--- src/rtl/pipe_hazard_ctrl_pkg.sv ---
// Shared definitions for the hazard controller: FSM encoding, next-PC select codes
// and the instruction field widths used by the decoder and the IF/ID register.
package pipe_hazard_ctrl_pkg;

    localparam int OPCODE_W = 4;
    localparam int REG_W    = 3;

    typedef enum logic [1:0] {
        ST_RUN        = 2'd0,
        ST_LU_STALL   = 2'd1,
        ST_FETCH_WAIT = 2'd2,
        ST_REDIRECT   = 2'd3
    } state_t;

    localparam logic [1:0] PCSEL_SEQ = 2'd0;
    localparam logic [1:0] PCSEL_JMP = 2'd1;
    localparam logic [1:0] PCSEL_BR  = 2'd2;
    localparam logic [1:0] PCSEL_RET = 2'd3;

endpackage

--- src/rtl/pipe_hazard_ctrl_sat_counter.sv ---
// Saturating event counter: counts up on inc, sticks at all-ones, clear has priority.
module sat_counter #(
    parameter int CNT_WIDTH = 16
) (
    input  logic                 clk,
    input  logic                 rst_n,
    input  logic                 inc,
    input  logic                 clear,
    output logic [CNT_WIDTH-1:0] count
);

    localparam logic [CNT_WIDTH-1:0] CNT_MAX = {CNT_WIDTH{1'b1}};
    localparam logic [CNT_WIDTH-1:0] CNT_ONE = {{(CNT_WIDTH-1){1'b0}}, 1'b1};

    logic [CNT_WIDTH-1:0] count_r;

    // Count register with saturation at all-ones
    always_ff @(posedge clk or negedge rst_n) begin
        if (!rst_n) begin
            count_r <= {CNT_WIDTH{1'b0}};
        end else if (clear) begin
            count_r <= {CNT_WIDTH{1'b0}};
        end else if (inc && (count_r != CNT_MAX)) begin
            count_r <= count_r + CNT_ONE;
        end else begin
            count_r <= count_r;
        end
    end

    assign count = count_r;

endmodule

--- src/rtl/pipe_hazard_ctrl.sv ---
// Hazard and sequencing controller: PC / IF/ID enables, flush, ID/EX bubble and
// next-PC select for the 16-bit pipelined core, plus stall/flush perf counters.
module pipe_hazard_ctrl
    import pipe_hazard_ctrl_pkg::*;
#(
    parameter int OPCODE_WIDTH = OPCODE_W,
    parameter int REG_WIDTH    = REG_W,
    parameter int CNT_WIDTH    = 16
) (
    input  logic                 clk,
    input  logic                 rst_n,
    input  logic                 imem_ready,
    input  logic [REG_WIDTH-1:0] id_rs1,
    input  logic [REG_WIDTH-1:0] id_rs2,
    input  logic                 id_uses_rs1,
    input  logic                 id_uses_rs2,
    input  logic                 id_jump,
    input  logic                 id_ret,
    input  logic                 ex_is_load,
    input  logic [REG_WIDTH-1:0] ex_rd,
    input  logic                 ex_branch_taken,
    output logic                 pc_wr,
    output logic                 ifid_wr,
    output logic                 ifid_flush,
    output logic                 idex_bubble,
    output logic [1:0]           pc_sel,
    output logic                 id_valid,
    output logic [CNT_WIDTH-1:0] stall_cnt,
    output logic [CNT_WIDTH-1:0] flush_cnt
);

    if ((OPCODE_WIDTH < 1) || (REG_WIDTH < 1) || (CNT_WIDTH < 1)) begin : g_param_check
        $error("pipe_hazard_ctrl: field and counter widths must be positive");
    end

    state_t     state_r;
    state_t     state_nxt_s;
    logic       id_valid_r;
    logic       load_use_s;
    logic       pc_wr_s;
    logic       ifid_wr_s;
    logic       ifid_flush_s;
    logic       idex_bubble_s;
    logic [1:0] pc_sel_s;

    assign load_use_s = ex_is_load & id_valid_r &
                        ((id_uses_rs1 & (id_rs1 == ex_rd)) |
                         (id_uses_rs2 & (id_rs2 == ex_rd)));

    // Next-state and Mealy control outputs; everything forced idle while in reset
    always_comb begin
        pc_wr_s       = 1'b0;
        ifid_wr_s     = 1'b0;
        ifid_flush_s  = 1'b0;
        idex_bubble_s = 1'b0;
        pc_sel_s      = PCSEL_SEQ;
        state_nxt_s   = state_r;
        if (!rst_n) begin
            state_nxt_s = ST_RUN;
        end else if (ex_branch_taken) begin
            // Both younger slots are wrong-path: kill IF/ID and ID/EX
            pc_sel_s      = PCSEL_BR;
            pc_wr_s       = 1'b1;
            ifid_flush_s  = 1'b1;
            idex_bubble_s = 1'b1;
            state_nxt_s   = ST_REDIRECT;
        end else begin
            case (state_r)
                ST_FETCH_WAIT: begin
                    if (imem_ready) begin
                        pc_wr_s     = 1'b1;
                        ifid_wr_s   = 1'b1;
                        state_nxt_s = ST_RUN;
                    end else begin
                        idex_bubble_s = 1'b1;
                        state_nxt_s   = ST_FETCH_WAIT;
                    end
                end
                ST_RUN, ST_LU_STALL, ST_REDIRECT: begin
                    if (id_valid_r && (id_jump || id_ret)) begin
                        pc_sel_s     = id_jump ? PCSEL_JMP : PCSEL_RET;
                        pc_wr_s      = 1'b1;
                        ifid_flush_s = 1'b1;
                        state_nxt_s  = ST_REDIRECT;
                    end else if (load_use_s && (state_r == ST_RUN)) begin
                        // In LU_STALL the load has already moved on to MEM
                        idex_bubble_s = 1'b1;
                        state_nxt_s   = ST_LU_STALL;
                    end else if (!imem_ready) begin
                        state_nxt_s = ST_FETCH_WAIT;
                    end else begin
                        pc_wr_s     = 1'b1;
                        ifid_wr_s   = 1'b1;
                        state_nxt_s = ST_RUN;
                    end
                end
                default: begin
                    state_nxt_s = ST_RUN;
                end
            endcase
        end
    end

    // FSM state register
    always_ff @(posedge clk or negedge rst_n) begin
        if (!rst_n) begin
            state_r <= ST_RUN;
        end else begin
            state_r <= state_nxt_s;
        end
    end

    // IF/ID valid tracking: flush wins over a simultaneous write
    always_ff @(posedge clk or negedge rst_n) begin
        if (!rst_n) begin
            id_valid_r <= 1'b0;
        end else if (ifid_flush_s) begin
            id_valid_r <= 1'b0;
        end else if (ifid_wr_s && imem_ready) begin
            id_valid_r <= 1'b1;
        end else begin
            id_valid_r <= id_valid_r;
        end
    end

    sat_counter #(.CNT_WIDTH(CNT_WIDTH)) u_stall_cnt (
        .clk   (clk),
        .rst_n (rst_n),
        .inc   (~pc_wr_s),
        .clear (1'b0),
        .count (stall_cnt)
    );

    sat_counter #(.CNT_WIDTH(CNT_WIDTH)) u_flush_cnt (
        .clk   (clk),
        .rst_n (rst_n),
        .inc   (ifid_flush_s),
        .clear (1'b0),
        .count (flush_cnt)
    );

    assign pc_wr       = pc_wr_s;
    assign ifid_wr     = ifid_wr_s;
    assign ifid_flush  = ifid_flush_s;
    assign idex_bubble = idex_bubble_s;
    assign pc_sel      = pc_sel_s;
    assign id_valid    = id_valid_r;

endmodule

--- config.mk ---
export PLATFORM = sky130hd
export DESIGN_NAME = pipe_hazard_ctrl
export DESIGN_NICKNAME = d
export VERILOG_FILES = /design/src/rtl/pipe_hazard_ctrl_pkg.sv /design/src/rtl/pipe_hazard_ctrl_sat_counter.sv /design/src/rtl/pipe_hazard_ctrl.sv
export SDC_FILE = /design/constraint.sdc
export NUM_CORES = 1
export LEC_CHECK = 0
export CORE_MARGIN = 2
export CORE_UTILIZATION = 46
export DETAILED_ROUTE_END_ITERATION = 10
export PLACE_DENSITY = 0.8
export SETUP_SLACK_MARGIN = 0.05
export SYNTH_ARGS = -nofsm -noshare
export SYNTH_HDL_FRONTEND = slang
export SYNTH_SLANG_ARGS = --single-unit
--- constraint.sdc ---
create_clock -name clk -period 2.1 [get_ports clk]
set_clock_uncertainty 0.05 [all_clocks]
set_input_delay 0.21 -clock clk [delete_from_list [all_inputs] [get_ports clk]]
set_output_delay 0.21 -clock clk [all_outputs]
set_load 0.005 [all_outputs]
Word-level counts from Yosys, hierarchy flattened
Cells that the tools add are included.

Flip-flop bits (word level): 35. Input bits: 18. Output and inout bits: 39. Word-level logic and storage cells: 61.

Add/sub/neg operators: 2. Equality and inequality tests: 7. Multiplexer cells: 33. Bitwise gates (word level): 6. Reductions and logical operators: 9.

Operators with widths (count): 16-bit by 1-bit adder with 16-bit output (second input constant) (2); 16-bit inequality test (second input constant) (2); 2-bit 2-to-1 mux (10); 1-bit 2-to-1 mux (19); 3-bit equality test (2); 1-bit case mux with 2 select lines (3); 1-bit logical AND (5); 1-bit AND (4); 2-bit equality test (second input constant) (2); 2-bit case mux with 2 select lines (1); 3-bit OR reduction (1); 2-bit by 1-bit equality test with 1-bit output (second input constant) (1); 2-bit logical NOT (1); 2-bit nonzero test (1); 1-bit logical OR (1); 1-bit inverter (1); 1-bit OR (1).

Depth between registers and ports, before layout
Gate-level depths: netlist (run 1).

Depth in word-level cells: 13. Gate-level depth with buffers: 8. Depth with buffers taken out: 7.

Modules after synthesis
A second synthesis (run 1) with hierarchy kept.

Cell total of the unflattened synthesis: 231. Area, all modules: 2179.6 um^2.

By module, submodules not included: sat_counter at u_flush_cnt (times used 1, cells an instance 98, area each 942.2 um^2, seq. area each 400.4 um^2); sat_counter at u_stall_cnt (times used 1, cells an instance 94, area each 930.9 um^2, seq. area each 400.4 um^2); pipe_hazard_ctrl (times used 1, cells an instance 39, area each 306.5 um^2, seq. area each 75.1 um^2).

Worst setup path after synthesis (run 1)
OpenSTA, ideal clock, no wires.

Path type: flip-flop to flip-flop. Start point: register u_stall_cnt.count_r[0] (netlist: u_stall_cnt.count[0]). End point: register u_stall_cnt.count_r[10] (netlist: u_stall_cnt.count[10]). Library setup time: 0.124 ns. Arrival time: 1.681 ns. Data required time: 1.926 ns. Slack: 0.246 ns. Cell stages (with the launch flop): 9. Buffers on the path: 2. Period minus slack after synthesis: 1.854 ns. Cell sequence: dfrtp_1 ha_1 and2_1 clkbuf_1 and3b_1 a31oi_4 buf_6 nand4_1 xnor2_1.

Cells in the longest elaborated chain, start to end: 2. Elaborated cells on any way between the ends: 3. Those cells by class: add/sub: 1; eq/ne: 1; reduce/logical: 1.

RTL lines: from (decl) (RTL line pipe_hazard_ctrl_sat_counter.sv:15) `logic [CNT_WIDTH-1:0] count_r;`; from (signal assigned) (RTL line pipe_hazard_ctrl_sat_counter.sv:20) `count_r <= {CNT_WIDTH{1'b0}};`; from (signal assigned) (RTL line pipe_hazard_ctrl_sat_counter.sv:22) `count_r <= {CNT_WIDTH{1'b0}};`; from (signal assigned) (RTL line pipe_hazard_ctrl_sat_counter.sv:24) `count_r <= count_r + CNT_ONE;`; parallel branches: the longest is 2 deep, another holds 16-bit by 1-bit adder with 16-bit output.

Several ways; the timed one is not identified. A chain may end at the register's enable or synchronous reset.

Worst setup path after layout (run 1)
Start point: register state_r[0]. End point: register u_stall_cnt.count_r[14] (netlist: u_stall_cnt.count[14]).

Cells in the longest elaborated chain, start to end: 9. Elaborated cells on any way between the ends: 13. Those cells by class: eq/ne: 3; mux: 5; bitwise: 1; reduce/logical: 4.

RTL lines: from (decl) (RTL line pipe_hazard_ctrl.sv:36) `state_t state_r;`; from (signal assigned) (RTL line pipe_hazard_ctrl.sv:109) `state_r <= state_nxt_s;`; 2-bit logical NOT (RTL line pipe_hazard_ctrl.sv:68, pipe_hazard_ctrl.sv:85); 1-bit logical AND (RTL line pipe_hazard_ctrl.sv:85) `end else if (load_use_s && (state_r == ST_RUN)) begin`; 1-bit 2-to-1 mux (RTL line pipe_hazard_ctrl.sv:85); 1-bit 2-to-1 mux (RTL line pipe_hazard_ctrl.sv:80) `if (id_valid_r && (id_jump || id_ret)) begin`; 1-bit case mux with 2 select lines (*) (RTL line pipe_hazard_ctrl.sv:68) `case (state_r)`; 1-bit 2-to-1 mux (*) (RTL line pipe_hazard_ctrl.sv:60) `end else if (ex_branch_taken) begin`; 1-bit 2-to-1 mux (*) (RTL line pipe_hazard_ctrl.sv:58) `if (!rst_n) begin`; 1-bit inverter (*) (RTL line pipe_hazard_ctrl.sv:129) `.inc (~pc_wr_s),`; 1-bit logical AND (*) (RTL line pipe_hazard_ctrl_sat_counter.sv:23) `end else if (inc && (count_r != CNT_MAX)) begin`; to (signal assigned) (RTL line pipe_hazard_ctrl_sat_counter.sv:22); to (signal assigned) (RTL line pipe_hazard_ctrl_sat_counter.sv:24); to (signal assigned) (RTL line pipe_hazard_ctrl_sat_counter.sv:26) `count_r <= count_r;`.

Every way passes the cells marked *; elsewhere a longest branch is shown, timed or not.

==> results list, run 1 <==
* VDD IR max: approximately 0.00073 V
- Total Neg Setup Slack: 0 ns
- Setup violations remaining at the end of the flow were counted as 0.
* Type of element capturing the critical path: flip-flop
- Routability Congestion: around 0.8
* Worst Path Class, Setup: reg -> reg
- The synthesized design spends more area on one cell type than any other, namely sky130_fd_sc_hd__dfrtp_1.
- The number of nets in the synthesized netlist is roughly 190.
* TritonCTS buffer count: 5
- Final Hold Fails: 0
- The number of antenna violations at the first check in global routing was 0.
- The internal power of the cells totals ~1500 µW.
* Clock-pin slew of the registers on the worst-case setup and hold paths: approximately 0.06 ns
- Clock sinks: 35
- The clock passes through at most 2 buffers.
* HP Class: in -> async
* Layout Cells excl Fill: a little over 300
- Root buffer cell: sky130_fd_sc_hd__clkbuf_8
- In this run, flip-flops and latches consume between 40% and 50% of the power.
- Number of max-cap violations: 0
- Arrival time of the worst setup path: about 2.2 ns
- Most frequently used cell type in the post-synthesis netlist: sky130_fd_sc_hd__dfrtp_1
* DR vias/cell: roughly 5.0
- IO Count: 57
- CTS built an H-tree with a depth of 2.
- Total Routed Length: just over 4000 µm
- At the worst endpoint, the required time is approximately 2.2 ns.
- Number of placed instances, taps included: 290
- Detailed placer's ending HPWL: between 3000 and 4000 µm
- In this run the core area contains 22 standard-cell rows.
- Antenna-violating nets left: 0
- The netlist uses 32 different library cells.
- Setup repair after global routing could not meet its margin everywhere.
- Total power divided by cell area: slightly below 800 mW/mm²
- Number of flip-flops and latches in the synthesized netlist: 35
* Number of standard cells after synthesis: roughly 170
- Headroom to the max-slew limit: approximately three quarters
- Cells fill between 70% and 80% of the core in the end.
* Starting Density: about 48%
- The flow ran to the end, and the final reports show no timing, DRC or antenna violations.
- Among all flip-flop cells after synthesis, the most frequent one is sky130_fd_sc_hd__dfrtp_1.
- Drt first-iter violations: 50
* Area of the core: between 0.003 and 0.004 mm²
- Of the total power, combinational logic draws about a third.
- Power spent charging and discharging nets: roughly 600 µW
* Share of the yosys chip area belonging to registers: just under 50%
- Number of iterations in the first detailed-routing pass: 4
* Worst-skew pair later-pin latency: 0.28 ns
- Synth-to-Final Area Change: 48.7%
- Horiz. Die Dim: about 66 µm
* Port Buffers: 56
- GRT Total Usage: approximately a fifth
- Final Max Slew Viols: 0
* Vias in the first global route: about 1600
* Die Footprint: ~0.0044 mm²
- Dividing the detail-routed wire length by the instance count gives between 10 and 15 µm.
- On the final layout, the worst hold slack is ~0.44 ns.
* Ant diodes: 0
* Filler Cells Inserted: between 200 and 300
- The net count of the finished layout is 276.
- Synth async-reset ratio: 100%
- Largest net degree at the start of global routing: 21
* Max Freq: slightly below 500 MHz
* Total power draw: about 2100 µW
- Leakage power summed over all cells: 0.00116 µW
- Fraction of power spent switching nets: between 20% and 30%
- For the pin with the worst max-slew slack, the measured transition is about 0.37 ns.
- In this run the biggest area consumer among cell types represents a little under 50% of the synthesized area.
- Along the worst path, the maximum fanout reaches 3.
- Top cells by area, synth: sky130_fd_sc_hd__dfrtp_1 49%, sky130_fd_sc_hd__xnor2_1 15%, sky130_fd_sc_hd__nand4_1 4.6%
* Number of enable flip-flop cells after synthesis: 0
* Drc violations: 0
- YS warnings: 0
* Most numerous cell types in the synthesized netlist: 35 x sky130_fd_sc_hd__dfrtp_1, 30 x sky130_fd_sc_hd__xnor2_1, 17 x sky130_fd_sc_hd__nand2_1
- Die Span Y: 66.2 µm
* Total number of vias: ~1500
* Share of power burned in the clock network: about a fifth
* Clock tree from TritonCTS: done
* Period utilisation layout: a little over nine tenths
* Time the worst path needs with I/O delays and setup: approximately 2.0 ns
- Fraction of final layout cells with drive strength greater than 1: 15.7%
* Wire length of the first global-routing pass: ~7100 µm
* Synth Cell Area: roughly 0.0018 mm²
* Congestion Overflow GR: 0
* Synthesized area divided by synthesized cell count: ~10 µm²
- Element type at the critical path start: flip-flop
-- state kept, by name, summed over array words and instances, names as in the netlist --
| name | count |
|---|---|
| u_stall_cnt.count | 16 |
| id_valid | 1 |
| state_r | 2 |
| u_flush_cnt.count | 16 |
-- what timing repair did --
action,in CTS,in global routing
gates resized for setup,23,4
endpoints found under the hold margin,8,0
hold buffers,2,0
setup endpoints to repair,14,9
pin swaps,11,7
buffers inserted,1,4
-- layer usage --
layer	routed length, µm	part of all wire [%]	track usage (%)	up-vias
met3	266	6.5	4.26	5
met1	1800	44	27.2	707
met5	0	0	0	-
met4	51	1.2	7.91	0
li1	-	-	-	763
met2	1980	48	35.3	44
-- power groups by stage --
stage / sequential, µW / clock, µW / combinational [µW]
global placement: 954 / 0 / 667
finish: 940 / 432 / 709
CTS: 947 / 446 / 684
floorplan: 954 / 0 / 262
detailed placement: 958 / 0 / 682
global route: 959 / 471 / 779
-- through the flow --
step / setup slack [ns] / instance area, µm²
final: 0.0509 / 2640
after global routing: -0.0168 / 2640
after CTS: 0.0676 / 2600
after detailed placement: -0.319 / 2500
after global placement: -0.293 / 2500
after floorplan: 0.246 / 1780
-- cells in the final DEF (no fill, tap or decap), types with 3 or more instances in the layout --
cell / n
sky130_fd_sc_hd__and3_1: 5
sky130_fd_sc_hd__dfrtp_1: 35
sky130_fd_sc_hd__dlygate4sd2_1: 13
sky130_fd_sc_hd__a21oi_1: 4
sky130_fd_sc_hd__nor2_1: 12
sky130_fd_sc_hd__nand3_1: 13
sky130_fd_sc_hd__clkdlybuf4s50_1: 38
sky130_fd_sc_hd__buf_4: 21
sky130_fd_sc_hd__nand2_1: 16
sky130_fd_sc_hd__clkbuf_8: 5
sky130_fd_sc_hd__xnor2_1: 30
sky130_fd_sc_hd__inv_1: 5
sky130_fd_sc_hd__nand4_1: 13
sky130_fd_sc_hd__xor2_1: 5
sky130_fd_sc_hd__nand2b_1: 3
sky130_fd_sc_hd__nor3_1: 3
sky130_fd_sc_hd__clkdlybuf4s15_1: 3
-- final cells by class --
type	count	area [µm²]	area share, %
multi-input combinational	129	881	33.3
clock buffer	6	72.6	2.75
inverter	5	18.8	0.711
timing repair buffer	80	733	27.8
sequential	35	876	33.2
tap	48	60.1	2.27
-- kinds of logic after synthesis --
logic type / share of synthesized area, %
fa+ha+maj: 1.41
flops: 49.3
compound gates: 4.79
mux: 1.27
buf+inv: 1.90
xor+xnor: 18.2
simple gates: 23.2
-- critical path: stages (launching register included) --
cell and delay, ns:
sky130_fd_sc_hd__dfrtp_1 0.37, sky130_fd_sc_hd__nor2_1 0.11, sky130_fd_sc_hd__nand3_1 0.10, sky130_fd_sc_hd__a2111o_1 0.48, sky130_fd_sc_hd__and3_4 0.19, sky130_fd_sc_hd__buf_6 0.11, sky130_fd_sc_hd__or3b_4 0.38, sky130_fd_sc_hd__xnor2_2 0.14
-- worst paths after layout --
check,slack (ns),startpoint,cells past startpoint,endpoint
worst max register to register,0.05,state_r[0]$_DFF_PN0_,7,u_stall_cnt.count[14]$_DFFE_PN0P_
min in group clk,0.44,u_stall_cnt.count[6]$_DFFE_PN0P_,1,u_stall_cnt.count[6]$_DFFE_PN0P_
worst max-delay path,0.05,state_r[0]$_DFF_PN0_,7,u_stall_cnt.count[14]$_DFFE_PN0P_
worst min register to register,0.44,u_stall_cnt.count[6]$_DFFE_PN0P_,1,u_stall_cnt.count[6]$_DFFE_PN0P_
worst min-delay path,0.44,rst_n,3,state_r[0]$_DFF_PN0_
max in group asynchronous,0.77,rst_n,3,u_flush_cnt.count[14]$_DFFE_PN0P_
(Power assumes the default switching activity.)
==> inputs of run 2 (changes only) <==
Settings changed: ABC_AREA set to 1, CORE_UTILIZATION 46 to 49.
==> run 2 against run 1 <==
Utilization is 1.2 points lower; fmax grew 4.6%; combinational power grew 2%; register-to-register slack gained 0.20 ns; largest power group unchanged; sequential power decreased by 1%.
==> results list, run 2 <==
- The minimum setup slack in the final design was 0.141 ns (+0.0904 ns).
- The post-detailed-route via-to-cell ratio is 5.01 (-0.13%).
* Worst Reg-to-Reg Cells: 9 (+2)
- Arrival time of the worst setup path: 1.70 ns (-0.47 ns)
* CP Launch Point: rst_n
* Clock-pin slew of the registers on the worst-case setup and hold paths: 0.08 ns (+0.02 ns)
- Setup repair after global routing left no endpoint under its margin.
* Wire length of the first global-routing pass: 9250 µm (+30%)
* Average detailed-routed wire length per instance: 12.0 µm (-11%)
* Number of standard cells after synthesis: 312 (+82%)
- Ant diodes: 0 (unchanged)
* Synth cell types: 25 (-22%)
- The initial core utilization was 51.3% (+3.2 points).
- The required arrival time at the worst endpoint came to 1.84 ns (-0.38 ns).
* Longest individual stage delay on the worst path: 0.54 ns (+0.06 ns)
- TritonCTS built the clock tree.
- TritonCTS buffer count: 5 (unchanged)
- Vias in the first global route: 2068 (+32%)
- The relative slew slack came to 67.2% (-8.0 points).
- The final total negative setup slack was 0 ns (unchanged).
* Initial antenna violation count: 0 (unchanged)
- In the synthesized netlist the dominant register cell turns out to be sky130_fd_sc_hd__dfrtp_1.
- Pre-CTS setup slack: -0.0418 ns (+0.278 ns)
- Horiz. Die Dim: 71.8 µm (+8.5%)
- Flop2flop setup slack: 0.25 ns (+0.20 ns)
- Clk buf depth: 2 (unchanged)
* Commonest cells after routing, fill and taps aside: 99 x sky130_fd_sc_hd__nand2_1, 49 x sky130_fd_sc_hd__clkdlybuf4s50_1, 42 x sky130_fd_sc_hd__inv_1
* Worst-skew pair later-pin latency: 0.30 ns (+0.02 ns)
- The share of synthesized registers carrying an async set or reset is 100% (unchanged).
* Congestion Overflow GR: 0 (unchanged)
* Total power divided by cell area: 739 mW/mm² (-6.2%)
* Period utilisation layout: 93.3% (-4.3 points)
- Root buffer cell: sky130_fd_sc_hd__clkbuf_8
* Most common cell after layout, fill and taps aside: sky130_fd_sc_hd__nand2_1
- The post-detailed-route count of antenna-violating nets was 0 (unchanged).
- Number of max-cap violations: 0 (unchanged)
* Ordered cell list for the critical path: dlygate4sd3_1, buf_2, inv_1, nor3_1, clkdlybuf4s50_1
- Synthesized Nets: 332 (+74%)
* Number of flip-flops and latches in the synthesized netlist: 35 (unchanged)
* Synth-to-Final Area Change: 37.1%
- Max Freq: 511 MHz (+4.6%)
- The overall die height was 71.8 µm (+8.5%).
- Type of element capturing the critical path: primary output
- Die Footprint: 0.00515 mm² (+18%)
- In this run the critical register-to-register path is launched from u_stall_cnt.count[0]$_DFFE_PN0P_.
- Number of iterations in the first detailed-routing pass: 4 (unchanged)
- The run finished with clean final reports.
* HP Class: in -> async
- The share of layout cells above drive strength 1 came to 9.84% (-5.8 points).
- The placeable core area is 0.00438 mm² (+19%).
- Top cells by area, synth: sky130_fd_sc_hd__dfrtp_1 39%, sky130_fd_sc_hd__nand2_1 17%, sky130_fd_sc_hd__inv_1 7.0%
* Total number of vias: 2193 (+44%)
* Synth Cell Area: 0.00225 mm² (+27%)
- The worst setup path is of the in -> out kind.
- Element type at the critical path start: input port
- The max-slew violation total from the final report came to 0 (unchanged).
- The leakage dissipation is 0.00148 µW (+28%).
- The number of setup violations in the final report came to 0 (unchanged).
- The endpoint identified for the worst register-to-register timing path is u_stall_cnt.count[7]$_DFFE_PN0P_.
- By instance count, the leading cell after synthesis is sky130_fd_sc_hd__nand2_1.
- Port Buffers: 56 (unchanged)
- Transition time at the pin with the least slew margin: 0.490 ns (+0.119 ns)
* Largest net degree at the start of global routing: 25 (+19%)
- Number of buffer and inverter instances along the worst setup path: 4 (+3)
- The largest fanout of any net on the critical path is 6 (+3).
- YS warnings: 0 (unchanged)
- The slowest stage of the critical path is the sky130_fd_sc_hd__clkdlybuf4s50_1 cell.
* Most numerous cell types in the synthesized netlist: 101 x sky130_fd_sc_hd__nand2_1, 42 x sky130_fd_sc_hd__inv_1, 35 x sky130_fd_sc_hd__dfrtp_1
* Synth top area share: 38.9% (-10 points)
- The detailed-route wire length was 5260 µm (+28%).
- Detailed placer's ending HPWL: 3920 µm (+26%)
* Clock H-tree levels: 2 (unchanged)
- Synthesized area divided by synthesized cell count: 7.21 µm² (-31%)
- Following the worst setup path forward leads to its endpoint at pc_sel[0].
* Time the worst path needs with I/O delays and setup: 1.96 ns (-0.0904 ns)
- Broken down by cell family, the worst path's largest delay share belongs to buffers and inverters.
- IO Count: 57 (unchanged)
- The maximum vdd ir drop came to 0.000547 V (-25%).
- Summed over all instances, the cell type with the most area after synthesis is sky130_fd_sc_hd__dfrtp_1.
* Share of the yosys chip area belonging to registers: 38.9% (-10 points)
- The number of nets in the layout is 405 (+47%).
- The power after layout came to 2280 µW (+9.5%).
- The remaining routing DRC violations is 0 (unchanged).
- The number of DRC markers in iteration 0 is 86 (+72%).
* Clock sinks: 35 (unchanged)
- Final Hold Fails: 0 (unchanged)
- Cell row count: 24 (+9.1%)
- The number of synthesized flops with an enable pin came to 0 (unchanged).
- Logic depth of the worst path, buffers included: 5 (-2)
- GRT Total Usage: 22.8% (+1.6 points)
* Routability Congestion: 0.891 (+8.2%)
## run 2: kinds of logic (layout without fill, tap and decap cells)
group / count (synthesis) / after routing / share of synthesized area (%)
compound gates: 16 / 16 / 3.78
xor+xnor: 24 / 24 / 9.34
fa+ha+maj: 2 / 2 / 1.11
buf+inv: 47 / 121 / 8.39
flops: 35 / 35 / 38.9
simple gates: 188 / 188 / 38.5
## run 2: how the worst min path moves through the flow
stage	from	end	slack, ns
3_3_place_gp	rst_n	u_stall_cnt.count[12]$_DFFE_PN0P_	0.07
5_1_grt	rst_n	u_flush_cnt.count[7]$_DFFE_PN0P_	0.51
4_1_cts	u_stall_cnt.count[13]$_DFFE_PN0P_	u_stall_cnt.count[13]$_DFFE_PN0P_	0.48
2_1_floorplan	rst_n	id_valid$_DFFE_PN0P_	-0.14
6_report	rst_n	u_stall_cnt.count[3]$_DFFE_PN0P_	0.47
3_5_place_dp	rst_n	u_stall_cnt.count[10]$_DFFE_PN0P_	0.07
## run 2: per-layer routing
layer | up-vias | part of all wire [%] | track usage [%]
met3 | 9 | 4.1 | 5.34
met5 | - | 0 | 0
met4 | 0 | 1.9 | 8.60
met1 | 1012 | 45 | 28.4
met2 | 44 | 49 | 38.6
li1 | 1128 | - | -
## run 2: layout make-up
class | instances | area [µm²]
Timing Repair Buffer | 71 | 678
Tap cell | 52 | 65.1
Multi-Input combinational cell | 230 | 1200
Clock inverter | 3 | 43.8
Clock buffer | 5 | 68.8
Fill cell | 377 | 1300
Sequential cell | 35 | 876
Inverter | 42 | 158
## run 2: worst min-delay path, cell delays in order
cell                            delay, ns
sky130_fd_sc_hd__dlygate4sd3_1       0.52
sky130_fd_sc_hd__buf_2               0.17
sky130_fd_sc_hd__buf_4               0.32
## run 2: repair_timing
action,CTS,global route
buffers inserted,1,0
setup endpoints to repair,5,1
endpoints found under the hold margin,11,0
pin swaps,1,1
gates resized for setup,9,0
hold buffers,2,0
gates cloned,0,0
## run 2: metrics by stage
step | util [%] | std cells | area (µm²) | hold WS [ns]
CTS | 70.4 | 438 | 3090 | 0.485
detailed placement | 67.1 | 427 | 2940 | 0.0717
global route | 70.4 | 438 | 3090 | 0.506
floorplan | - | 312 | 2250 | -0.136
global placement | 67.1 | 427 | 2940 | 0.0691
finish | 70.4 | 438 | 3090 | 0.473
## run 2: power by group
| group | leakage [µW] | switching, µW | internal, µW | total, µW |
|---|---|---|---|---|
| registers | 0.000468 | 144 | 787 | 931 |
| logic | 0.000958 | 331 | 389 | 720 |
| clock network | 0.0000581 | 275 | 354 | 628 |
| total | 0.00148 | 750 | 1530 | 2280 |
